**config.mk**
```make
export PLATFORM = sky130hd
export DESIGN_NAME = stim_pulse_sequencer
export DESIGN_NICKNAME = d
export VERILOG_FILES = /design/src/rtl/stim_pulse_sequencer.sv
export SDC_FILE = /design/constraint.sdc
export NUM_CORES = 1
export LEC_CHECK = 0
export BUFFER_PORTS_ARGS = -buffer_cell sky130_fd_sc_hd__buf_2
export CAP_MARGIN = 15
export CORE_MARGIN = 2
export CORE_UTILIZATION = 40
export CTS_CLUSTER_DIAMETER = 150
export CTS_CLUSTER_SIZE = 20
export DETAILED_ROUTE_END_ITERATION = 8
export GPL_TIMING_DRIVEN = 0
export HOLD_SLACK_MARGIN = 0.02
export SLEW_MARGIN = 20
export SYNTH_ARGS = -nofsm -noshare
export SYNTH_HDL_FRONTEND = slang
export SYNTH_SLANG_ARGS = --single-unit
export TNS_END_PERCENT = 10
```
**constraint.sdc**
```tcl
create_clock -name CLK -period 3.3 [get_ports CLK]
set_clock_uncertainty 0.2 [all_clocks]
set_input_delay 0 -clock CLK [delete_from_list [all_inputs] [get_ports CLK]]
set_output_delay 0 -clock CLK [all_outputs]
set_load 0.02 [all_outputs]
```
**src/rtl/stim_pulse_sequencer.sv**
```systemverilog
// Biphasic stimulation pulse sequencer: cathodic/IPD/anodic/discharge/rest phases with channel sweep.
// Define ST_RAMP_EN to compile in the per-pulse amplitude ramp; otherwise RAMP is ignored.
//
// state | meaning
// IDLE  | no stimulation, waiting for ENABLE
// CAT   | cathodic phase, max(1, CAT_LEN) cycles
// IPD   | inter-pulse delay, skipped when IPD_LEN = 0
// ANO   | anodic phase, max(1, ANO_LEN) cycles
// DIS   | electrode discharge, skipped when DIS_LEN = 0
// REST  | remainder of the period, at least one cycle
module stim_pulse_sequencer #(
    parameter int NUM_CH = 4,
    parameter int CH_W   = 2,
    parameter int MAG_W  = 5,
    parameter int CNT_W  = 16,
    parameter int DUR_CH = 5
) (
    input  logic             CLK,
    input  logic             RESETN,
    input  logic             ENABLE,
    input  logic             RAMP,
    input  logic             CH_SWEEP,
    input  logic [CNT_W-1:0] CAT_LEN,
    input  logic [CNT_W-1:0] IPD_LEN,
    input  logic [CNT_W-1:0] ANO_LEN,
    input  logic [CNT_W-1:0] DIS_LEN,
    input  logic [CNT_W-1:0] PERIOD_LEN,
    input  logic [MAG_W-1:0] MAG_TARGET,
    input  logic [CH_W-1:0]  CH_UP,
    input  logic [CH_W-1:0]  CH_DOWN,
    output logic             EN_ST,
    output logic             CAT_ST,
    output logic             ANO_ST,
    output logic             DIS_ST,
    output logic [CH_W-1:0]  CH_SEL_U_ST,
    output logic [CH_W-1:0]  CH_SEL_D_ST,
    output logic [MAG_W-1:0] MAG_ST,
    output logic             PULSE_DONE
);

    typedef enum logic [2:0] {S_IDLE, S_CAT, S_IPD, S_ANO, S_DIS, S_REST} state_t;

    localparam int SUM_W = CNT_W + 2;
    localparam int PC_W  = $clog2(DUR_CH + 1);
    localparam logic [CH_W-1:0] CH_LAST = CH_W'(NUM_CH - 1);

    state_t           state_q, state_nxt;
    logic [CNT_W-1:0] cnt_q, cnt_nxt;
    logic [CNT_W-1:0] ipd_q, ano_q, dis_q, rest_q;
    logic [CNT_W-1:0] cat_eff_in, ano_eff_in, rest_in;
    logic [SUM_W-1:0] phase_sum, period_ext;
    logic             start, first, sweep_q;
    logic [PC_W-1:0]  pcnt_q, pcnt_nxt;
    logic [CH_W-1:0]  ch_u_nxt, ch_d_nxt;
    logic [MAG_W-1:0] mag_nxt;

    // Rest length is fixed at CAT entry; the wide sum cannot wrap even with all lengths at maximum.
    always_comb begin
        cat_eff_in = (CAT_LEN == '0) ? CNT_W'(1) : CAT_LEN;
        ano_eff_in = (ANO_LEN == '0) ? CNT_W'(1) : ANO_LEN;
        phase_sum  = SUM_W'(cat_eff_in) + SUM_W'(IPD_LEN) + SUM_W'(ano_eff_in) + SUM_W'(DIS_LEN);
        period_ext = {2'b00, PERIOD_LEN};
        rest_in    = (period_ext > phase_sum) ? CNT_W'(period_ext - phase_sum) : CNT_W'(1);
    end

    always_comb begin
        state_nxt = state_q;
        cnt_nxt   = cnt_q;
        start     = 1'b0;
        case (state_q)
            S_IDLE: begin
                if (ENABLE) begin
                    state_nxt = S_CAT;
                    cnt_nxt   = cat_eff_in - 1'b1;
                    start     = 1'b1;
                end
            end
            S_CAT: begin
                if (cnt_q != '0) begin
                    cnt_nxt = cnt_q - 1'b1;
                end else if (ipd_q != '0) begin
                    state_nxt = S_IPD;
                    cnt_nxt   = ipd_q - 1'b1;
                end else begin
                    state_nxt = S_ANO;
                    cnt_nxt   = ano_q - 1'b1;
                end
            end
            S_IPD: begin
                if (cnt_q != '0) begin
                    cnt_nxt = cnt_q - 1'b1;
                end else begin
                    state_nxt = S_ANO;
                    cnt_nxt   = ano_q - 1'b1;
                end
            end
            S_ANO: begin
                if (cnt_q != '0) begin
                    cnt_nxt = cnt_q - 1'b1;
                end else if (dis_q != '0) begin
                    state_nxt = S_DIS;
                    cnt_nxt   = dis_q - 1'b1;
                end else begin
                    state_nxt = S_REST;
                    cnt_nxt   = rest_q - 1'b1;
                end
            end
            S_DIS: begin
                if (cnt_q != '0) begin
                    cnt_nxt = cnt_q - 1'b1;
                end else begin
                    state_nxt = S_REST;
                    cnt_nxt   = rest_q - 1'b1;
                end
            end
            S_REST: begin
                if (cnt_q != '0) begin
                    cnt_nxt = cnt_q - 1'b1;
                end else if (ENABLE) begin
                    state_nxt = S_CAT;
                    cnt_nxt   = cat_eff_in - 1'b1;
                    start     = 1'b1;
                end else begin
                    state_nxt = S_IDLE;
                    cnt_nxt   = '0;
                end
            end
            default: begin
                state_nxt = S_IDLE;
                cnt_nxt   = '0;
            end
        endcase
    end

    assign first = (state_q == S_IDLE);

    // A sweep restarts from channel 0 whenever it begins afresh, not only after IDLE.
    always_comb begin
        ch_u_nxt = CH_UP;
        ch_d_nxt = CH_DOWN;
        pcnt_nxt = '0;
        if (CH_SWEEP) begin
            if (first || !sweep_q) begin
                ch_u_nxt = '0;
                pcnt_nxt = PC_W'(1);
            end else if (pcnt_q >= PC_W'(DUR_CH)) begin
                ch_u_nxt = (CH_SEL_U_ST == CH_LAST) ? '0 : CH_SEL_U_ST + 1'b1;
                pcnt_nxt = PC_W'(1);
            end else begin
                ch_u_nxt = CH_SEL_U_ST;
                pcnt_nxt = pcnt_q + 1'b1;
            end
            ch_d_nxt = (ch_u_nxt == CH_LAST) ? '0 : ch_u_nxt + 1'b1;
        end
    end

`ifdef ST_RAMP_EN
    always_comb begin
        mag_nxt = MAG_TARGET;
        if (RAMP) begin
            if (first)
                mag_nxt = (MAG_TARGET == '0) ? '0 : MAG_W'(1);
            else if (MAG_ST < MAG_TARGET)
                mag_nxt = MAG_ST + 1'b1;
        end
    end
`else
    logic unused_ramp;
    assign unused_ramp = RAMP;
    assign mag_nxt     = MAG_TARGET;
`endif

    always_ff @(posedge CLK or negedge RESETN) begin
        if (!RESETN) begin
            state_q     <= S_IDLE;
            cnt_q       <= '0;
            ipd_q       <= '0;
            ano_q       <= '0;
            dis_q       <= '0;
            rest_q      <= '0;
            sweep_q     <= 1'b0;
            pcnt_q      <= '0;
            EN_ST       <= 1'b0;
            CAT_ST      <= 1'b0;
            ANO_ST      <= 1'b0;
            DIS_ST      <= 1'b0;
            PULSE_DONE  <= 1'b0;
            CH_SEL_U_ST <= '0;
            CH_SEL_D_ST <= CH_W'(1);
            MAG_ST      <= '0;
        end else begin
            state_q    <= state_nxt;
            cnt_q      <= cnt_nxt;
            EN_ST      <= (state_nxt != S_IDLE);
            CAT_ST     <= (state_nxt == S_CAT);
            ANO_ST     <= (state_nxt == S_ANO);
            DIS_ST     <= (state_nxt == S_DIS);
            PULSE_DONE <= (state_nxt == S_REST) && (cnt_nxt == '0);
            if (start) begin
                ipd_q       <= IPD_LEN;
                ano_q       <= ano_eff_in;
                dis_q       <= DIS_LEN;
                rest_q      <= rest_in;
                sweep_q     <= CH_SWEEP;
                pcnt_q      <= pcnt_nxt;
                CH_SEL_U_ST <= ch_u_nxt;
                CH_SEL_D_ST <= ch_d_nxt;
                MAG_ST      <= mag_nxt;
            end
        end
    end

endmodule
```
; Word-level counts from Yosys, hierarchy flattened
; Index checks and enable logic that the tools add are counted.
[totals]
word_cells = 89
rom_bits = 0
ramBits = 0
out_inout_bits = 14
latch_bits = 0
register_bits = 101
mem_count = 0
input_bits = 94
[classes]
n_bitwise = 0
reduce_logical = 11
n_shift = 0
multipliers = 0
n_eq_ne = 11
n_mux = 36
magnitude_cmp = 2
n_div = 0
addsub = 13
[op_table]
columns = cell, count
row1 = $mux W16, 12
row2 = $pmux W16 S6, 1
row3 = $sub A16 B1 Y16 const B, 6
row4 = $logic_not A16 Y1, 3
row5 = $reduce_bool A16 Y1, 3
row6 = $mux W3, 9
row7 = $add A17 B16 Y18, 1
row8 = $add A18 B16 Y18, 1
row9 = $gt A16 B18 Y1, 1
row10 = $pmux W3 S6, 1
row11 = $add A16 B16 Y17, 1
row12 = $sub A16 B16 Y16, 1
row13 = $mux W2, 7
row14 = $eq A3 B3 Y1 const B, 4
row15 = $eq A3 B2 Y1 const B, 3
row16 = $eq A3 B1 Y1 const B, 2
row17 = $mux W1, 5
row18 = $add A2 B1 Y2 const B, 2
row19 = $eq A2 B2 Y1 const B, 2
row20 = $add A3 B1 Y3 const B, 1
row21 = $ge A3 B3 Y1 const B, 1
row22 = $logic_not A3 Y1, 1
row23 = $reduce_bool A3 Y1, 1
row24 = $pmux W1 S2, 1
row25 = 3 further kinds, 3

; Depth between registers and ports, before layout
; Gate-level depths: netlist (run 1).
[depth]
depth_word = 8
ltp_mapped = 29
ltp_nobuf = 27

; Worst setup path before layout (run 1)
; OpenSTA, ideal clock, no wires.
[synth_timing]
path_kind = input port to flip-flop
from = input CAT_LEN[3]
to = register rest_q[0]
cell_stages = 29
slack_ps = -2402
arrival_ps = 5356
setup_time_ps = 146
t_required_ps = 2954
n_path_buf = 2
path_cell_list = or4_1 -> buf_2 -> nor2_1 -> a41oi_1 -> inv_1 -> fa_1 -> inv_1 -> fa_1 -> inv_1 -> ha_1 -> inv_1 -> fa_1 -> nor2b_1 -> o21a_1 -> o21ai_0 -> a21oi_1 -> o21ai_0 -> nand2_1 -> a21o_1 -> a21oi_1 -> xor2_1 -> ha_1 -> nor2_1 -> or4_1 -> a21oi_1 -> o2111ai_1 -> nor3_1 -> clkbuf_1 -> a22oi_1
[synth_between]
elab_chain_cells = 7
[synth_rtl]
columns = item, line
row1 = from (decl), 23  ; input logic [CNT_W-1:0] CAT_LEN,
row2 = $logic_not A16 Y1, 59  ; cat_eff_in = (CAT_LEN == '0) ? CNT_W'(1) : CAT_LEN;
row3 = $mux W16 *, 59
row4 = $add A16 B16 Y17 *, 61  ; phase_sum = SUM_W'(cat_eff_in) + SUM_W'(IPD_LEN) + SUM_W'(ano_eff_in) + SUM_W'(DIS_LEN);
row5 = $add A17 B16 Y18 *, 61
row6 = $add A18 B16 Y18 *, 61
row7 = $sub A16 B16 Y16 / $gt A16 B18 Y1 (equally long branches), 63  ; rest_in = (period_ext > phase_sum) ? CNT_W'(period_ext - phase_sum) : CNT_W'(1);
row8 = $mux W16 *, 63
row9 = to (signal assigned), 203  ; rest_q <= rest_in;
row10 = to (decl), 49  ; logic [CNT_W-1:0] ipd_q, ano_q, dis_q, rest_q;
; Every way passes the cells marked *; elsewhere a longest branch is shown, timed or not.
; A chain may end at the register's enable or synchronous reset.

; Worst setup path in the final report (run 1)
[layout_timing]
from = input CAT_LEN[3]
to = register rest_q[14]
; The elaborated chain is that of the path after synthesis.

==> results of run 1 <==
[stage by stage]
stage,hold WS (ns),TNS [ns],total power [mW]
floorplan,-0.496,-30.32,5.98
global placement,0.0339,-54.98,7.54
CTS,0.0261,-28.32,9.01
finish,0.0246,-28.80,9.19
global route,0.0384,-38.43,9.81
detailed placement,-0.305,-55.17,7.61
[worst max-delay path, delay by kind of cell]
| family | cells | cell delay [ns] |
|---|---|---|
| and+or+nand+nor | 7 | 1.75 |
| AOI/OAI and AO/OA | 10 | 1.31 |
| adders and majority gates | 5 | 1.44 |
| xor gates and xnor gates | 1 | 0.15 |
| buffers and inverters | 6 | 0.54 |
[power by group]
group	internal [mW]	leakage (nW)	total [mW]	switching [mW]
logic	2.33	3.67	5.47	3.14
registers	1.77	1.26	2.60	0.830
clock network	0.534	0.143	1.12	0.581
[sequential cells by signal, indices dropped and copies added, names as in the netlist]
name         flops
state_q          3
EN_ST            1
ano_q           16
CAT_ST           1
rest_q          16
ANO_ST           1
MAG_ST           5
DIS_ST           1
sweep_q          1
CH_SEL_D_ST      2
dis_q           16
ipd_q           16
CH_SEL_U_ST      2
cnt_q           16
PULSE_DONE       1
pcnt_q           3
[logic make-up after synthesis]
kind of cell    after synthesis
compound gates              265
buf+inv                     144
simple gates                372
fa+ha+maj                    75
xor+xnor                     89
flops                       101
mux                          32
[Yosys cell counts, types with 4 or more instances]
| library cell | number | area (um2) |
|---|---|---|
| a211oi_1 | 12 | 90.1 |
| a21o_1 | 11 | 82.6 |
| a21oi_1 | 44 | 220 |
| a22o_1 | 13 | 114 |
| a22oi_1 | 5 | 37.5 |
| a31oi_1 | 5 | 31.3 |
| and4_1 | 4 | 35.0 |
| buf_2 | 4 | 20.0 |
| clkbuf_1 | 39 | 146 |
| dfrtp_1 | 100 | 2500 |
| fa_1 | 33 | 661 |
| ha_1 | 42 | 526 |
| inv_1 | 98 | 368 |
| mux2_2 | 22 | 248 |
| mux2i_1 | 10 | 100 |
| nand2_1 | 93 | 349 |
| nand2b_1 | 10 | 62.6 |
| nand3_1 | 24 | 120 |
| nand3b_1 | 10 | 75.1 |
| nand4_1 | 13 | 81.3 |
| nand4b_1 | 5 | 43.8 |
| nor2_1 | 84 | 315 |
| nor2b_1 | 9 | 56.3 |
| nor3_1 | 25 | 125 |
| nor3b_1 | 9 | 67.6 |
| nor4_1 | 22 | 138 |
| nor4_4 | 4 | 85.1 |
| nor4b_1 | 4 | 35.0 |
| o211ai_1 | 13 | 97.6 |
| o21a_1 | 8 | 60.1 |
| o21ai_0 | 85 | 425 |
| o21ai_1 | 4 | 20.0 |
| o21bai_1 | 5 | 37.5 |
| o22ai_1 | 10 | 62.6 |
| o31ai_1 | 8 | 60.1 |
| or2_2 | 6 | 37.5 |
| or3_1 | 8 | 50.1 |
| or3b_2 | 4 | 35.0 |
| or4_1 | 14 | 105 |
| xnor2_1 | 49 | 429 |
| xor2_1 | 40 | 350 |
[area by class of cell]
class                           count  area share (%)
Tap cell                          285            3.09
Clock buffer                        9            1.95
Sequential cell                   101            21.9
Inverter                           98            3.19
Buffer                             45            1.71
Clock inverter                      7           0.597
Timing Repair Buffer              197            12.8
Multi-Input combinational cell    833            54.7
[worst max-delay path by stage]
stage                          start                endpoint  slack (ns)
after global routing      CAT_LEN[3]  rest_q[15]$_DFFE_PN0P_       -2.07
final                     CAT_LEN[3]  rest_q[14]$_DFFE_PN0P_       -1.80
after floorplan           CAT_LEN[3]   rest_q[0]$_DFFE_PN0P_       -1.99
after detailed placement  CAT_LEN[7]   rest_q[0]$_DFFE_PN0P_       -3.00
after CTS                 CAT_LEN[5]  rest_q[14]$_DFFE_PN0P_       -1.80
after global placement    CAT_LEN[2]   rest_q[0]$_DFFE_PN0P_       -3.00
[metal layers]
| metal | vias to the layer above | track usage, % | routed length, um |
|---|---|---|---|
| met4 | 0 | 10.7 | 1230 |
| met2 | 344 | 45.8 | 16000 |
| met1 | 4444 | 39.3 | 14700 |
| li1 | 4257 | - | - |
| met5 | - | 0 | 0 |
| met3 | 58 | 3.79 | 2160 |
[timing repair]
item / CTS / global route
setup buffers: 13 / 4
endpoints found under the setup margin: 68 / 62
pin swaps: 20 / 9
hold buffers: 73 / 0
gates resized for setup: 39 / 18
endpoints found under the hold margin: 168 / 0
cloned: 1 / 0
==> results.cfg, run 1 <==
[run_status]
outcome = complete, but fails checks
failed_checks = setup timing

[floorplanning]
io_pins = 108
initial_core_util_pct = 40.6
fp-row-count = 55
die_y_um = 155
core_um2 = 22600
chipWidth_um = 155
die_area_um2 = 24200

[worst_hold_path]
min_path_type = input pin to flop
min_path_cells = 4
min_to = rest_q[4]$_DFFE_PN0P_
hold_start = PERIOD_LEN[4]

[critical_path]
critical_path_arrival_ns = 5.21
endpoint_kind = flop
start_kind = input pin
cp_max_fo = 5
max_stage_delay_ns = 0.55
r2r_slack_ns = -0.39
r2r-start = ano_q[0]$_DFFE_PN0P_
r2r-end = PULSE_DONE$_DFF_PN0_
slowest_stage = or4_4
crit_type = input pin to flop
worst_r2r_path_depth = 12
cp_data_required_time_ns = 3.41

[clock_network]
cts_buffer_depth = 2
cts_made_buffers = 9
clkTransAtPathRegs_ns = 0.08
ctsHtreeMaxLevel = 3
cts_tree = yes
cts_root_buffer = clkbuf_16
cts_sinks = 101
clk_latency_ns = 0.38

[finish]
antenna_cells = 0
mostFrequentLayoutCells = 102 x buf_2, 100 x dfrtp_1, 95 x inv_1
final_cell_area_um2 = 11500
num-nets-final = 1454
drive_above_1_share_pct = 19.4
fin_util_pct = 51.1
seqCellArea_um2 = 2530
fillers = 2141
syn2layout_area_growth_pct = 25.7
layout.cells.most_common = buf_2
fin_cells = 1575
multi_input_area_um2 = 6310

[global_routing]
grt_pass1_vias = 8648
grt-ovfl-total = 0
grt_antenna_before_repair = 0
grt_usage_pct = 28.5
grt_max_degree = 77
grt_pass1_wl_mm = 52.0

[logic_synthesis]
synth_top_family_by_area = simple AND/OR/NAND/NOR gates
ys_ff_latch = 101
ys_seq_area_share_pct = 27.6
async_reset_ff_share_pct = 100
synth_compound_area_share_pct = 18.8
yosys-mux-area-fraction_pct = 3.79
yosys_warnings = 0
syn_nets = 1247
netlist_instances = 1078
postSynthAreaPerCell_um2 = 8.51
synth_edf_count = 0
synth_xor_area_share_pct = 8.50
ys_types = 80
synth_adder_area_share_pct = 12.9
synthSimpleGateAreaFrac_pct = 22.4
synth_top_flop_cell = dfrtp_1
syn_area_um2 = 9180

[sta]
fmax_ghz = 0.196
tightest_slew_ns = 0.839
slew_violations = 0
relSlewSlack_pct = 43.9
setup_ws_ns = -1.80
setup_viol = 27
rsz0062_at_grt = yes
period_share_pct = 155
layout_min_cycle_time_ns = 5.10
hold_viol_final = 0

[power]
p_per_area_nw_per_um2 = 796
cellLeakagePower_nw = 5.07
ir_drop_v = 0.000664

[place]
dp_slack_ns = -3.00
routabilityCongestion = 1.02
portBuffers = 105
dpl_cell_area_um2 = 10100
hpwlAfterDp_mm = 26.9
post-place-cells = 1469

[drt]
drt-total-wl_mm = 34.1
avgRoutedWirePerCell_um = 21.6
drt-initial-drc-count = 765
vias_per_cell = 5.78
num_vias = 9103
drc = 0
ant_nets = 0
firstDrtPassIters = 6

[run]
cap_violations = 0
No activity file was read; power rests on OpenSTA's default activity.
==> run 2, diff against run 1 <==
--- a/config.mk
+++ b/config.mk
@@ -5,6 +5,7 @@
 export SDC_FILE = /design/constraint.sdc
 export NUM_CORES = 1
 export LEC_CHECK = 0
+export ABC_AREA = 1
 export BUFFER_PORTS_ARGS = -buffer_cell sky130_fd_sc_hd__buf_2
 export CAP_MARGIN = 15
 export CORE_MARGIN = 2
==> constraint.sdc (replaced) <==
create_clock -name CLK -period 3.3 [get_ports CLK]
set_clock_uncertainty 0.2 [all_clocks]
set_input_delay 0 -clock CLK [delete_from_list [all_inputs] [get_ports CLK]]
set_output_delay 0 -clock CLK [all_outputs]
set_load 0.01 [all_outputs]
==> run 2 against run 1 <==
- the run still ends with setup timing left
- sequential power down 52%
- highest routed layer unchanged
- via count up 14%
- critical path type unchanged
- synthesized area up 7.0%
==> results.cfg, run 2 <==
[global_routing]
grt-ovfl-total = 0
grt_antenna_before_repair = 0
grt_pass1_wl_mm = 55.1
grt_usage_pct = 27.7
grt_pass1_vias = 10341
grt_max_degree = 74

[sta]
relSlewSlack_pct = 41.5
setup_ws_ns = -0.990
layout_min_cycle_time_ns = 4.29
rsz0062_at_grt = yes
tightest_slew_ns = 0.869
slew_violations = 0
fmax_ghz = 0.233
setup_viol = 16
holdWs_ns = 0.00996
period_share_pct = 130
hold_viol_final = 0

[logic_synthesis]
ys_seq_area_share_pct = 25.8
yosys_warnings = 0
postSynthAreaPerCell_um2 = 6.71
synth_top_area_share_pct = 25.5
yosys.area.top_type = dfrtp_1
synth_edf_count = 0
synth.most_common_cell = nand2_1
netlist_instances = 1462
synth.top_cells.by_area = dfrtp_1 25%, nand2_1 15%, inv_1 7.9%, nand3_1 6.9%, fa_1 6.7%
ys_types = 55
synth_commonest_cells = 400 x nand2_1, 207 x inv_1, 138 x nor2_1
async_reset_ff_share_pct = 100
ys_ff_latch = 101
syn_nets = 1631
syn_area_um2 = 9820
synth_top_flop_cell = dfrtp_1

[place]
routabilityCongestion = 0.956
dp_slack_ns = -2.03
portBuffers = 105
dpl_cell_area_um2 = 10800
hpwlAfterDp_mm = 28.2

[critical_path]
worst_r2r_path_depth = 13
start_kind = input pin
max_stage_delay_ns = 0.45
cp_data_required_time_ns = 3.32
cp_common_cell = nand2_2
critical_path_arrival_ns = 4.31
r2r-start = cnt_q[0]$_DFF_PN0_
r2r_slack_ns = 0.08
crit_type = input pin to flop
cp_max_fo = 5
r2r-end = CH_SEL_D_ST[1]$_DFFE_PN0P_
endpoint_kind = flop
slowest_stage = fa_1

[clock_network]
cts_sinks = 101
clkTransAtPathRegs_ns = 0.08
ctsHtreeMaxLevel = 3
cts_root_buffer = clkbuf_16
cts_tree = yes
clk_latency_ns = 0.36
cts_buffer_depth = 2
cts_made_buffers = 9

[finish]
antenna_cells = 0
syn2layout_area_growth_pct = 27.6
drive_above_1_share_pct = 16.4
mostFrequentLayoutCells = 392 x nand2_1, 199 x inv_1, 134 x nand3_1
num-nets-final = 1868
final_cell_area_um2 = 12500
layout.cells.most_common = nand2_1

[power]
p_per_area_nw_per_um2 = 397
ir_drop_v = 0.000417
power.total_mw = 4.97
pwr-share-clk_pct = 23.1
seqPwrFrac_pct = 24.9
p_sw_mw = 2.00
intPower_mw = 2.98
swShare_pct = 40.2
cellLeakagePower_nw = 6.33
power_frac_comb_pct = 52.0

[floorplanning]
initial_core_util_pct = 40.6
die_y_um = 161
fp-row-count = 57
io_pins = 108
chipWidth_um = 161
core_um2 = 24200
die_area_um2 = 25800

[drt]
firstDrtPassIters = 5
ant_nets = 0
drt-total-wl_mm = 35.5
avgRoutedWirePerCell_um = 17.5
drc = 0
drt-initial-drc-count = 694
vias_per_cell = 5.12
num_vias = 10376

[worst_hold_path]
hold_start = CAT_LEN[3]
min_path_type = input pin to flop
min_to = cnt_q[3]$_DFF_PN0_
min_path_cells = 9

[run_status]
failed_checks = setup timing
outcome = complete, but fails checks

[run]
cap_violations = 0
-- run 2: through the flow --
stage,std cells,setup TNS (ns),utilization [%]
floorplan,1462,-11.77,-
global placement,1891,-31.52,44.7
detailed placement,1892,-31.12,44.9
CTS,2022,-13.67,51.3
global route,2028,-17.84,51.8
finish,2028,-15.42,51.8
-- run 2: repair_timing --
item | in CTS | in global routing
setup endpoints to repair | 16 | 20
pin swaps | 34 | 21
buffers inserted | 28 | 6
endpoints found under the hold margin | 183 | 0
gates cloned | 1 | 0
gates resized for setup | 61 | 15
hold buffers | 85 | 0
-- run 2: power by group through the flow --
stage	clock network (mW)	logic, mW	registers (mW)
floorplan	0	1.58	1.26
global placement	0	2.11	1.26
detailed placement	0	2.12	1.26
CTS	1.15	2.47	1.24
global route	1.21	2.87	1.24
finish	1.15	2.58	1.24
-- run 2: critical path: cells and delay by family --
family	cells	cell delay [ns]
AND/OR/NAND/NOR	12	1.30
adder cells (fa/ha/maj)	5	1.57
buffers and inverters	7	0.65
XOR/XNOR	1	0.08
AO/OA/AOI/OAI	6	0.72
-- run 2: cells by family (layout without fill, tap and decap cells) --
group           Yosys count  in the layout  synth area share [%]
compound gates          207            207                  11.8
xor+xnor                 55             55                  4.91
simple gates            773            773                  35.1
buf+inv                 251            493                  10.4
flops                   101            101                  25.8
fa+ha+maj                75             75                  12.1
-- run 2: cell type report --
type	count	area [um2]
Clock buffer	10	229
Timing Repair Buffer	226	1770
Tap cell	324	405
Buffer	37	205
Clock inverter	6	71.3
Multi-Input combinational cell	1110	6490
Inverter	214	818
Sequential cell	101	2530
Fill cell	2431	11700
-- run 2: how the worst max path moves through the flow --
stage,startpoint,end,slack [ns]
floorplan,CAT_LEN[10],rest_q[10]$_DFFE_PN0P_,-0.79
CTS,CAT_LEN[8],rest_q[6]$_DFFE_PN0P_,-0.88
finish,CAT_LEN[10],rest_q[10]$_DFFE_PN0P_,-0.99
global route,CAT_LEN[2],rest_q[8]$_DFFE_PN0P_,-1.13
detailed placement,CAT_LEN[12],rest_q[11]$_DFFE_PN0P_,-2.03
global placement,CAT_LEN[12],rest_q[4]$_DFFE_PN0P_,-2.05
-- run 2: routing by layer --
layer	global-route usage, %	wire [um]
met5	0	0
met4	8.97	946
met3	3.46	1390
met2	48.1	17400
met1	35.9	15700
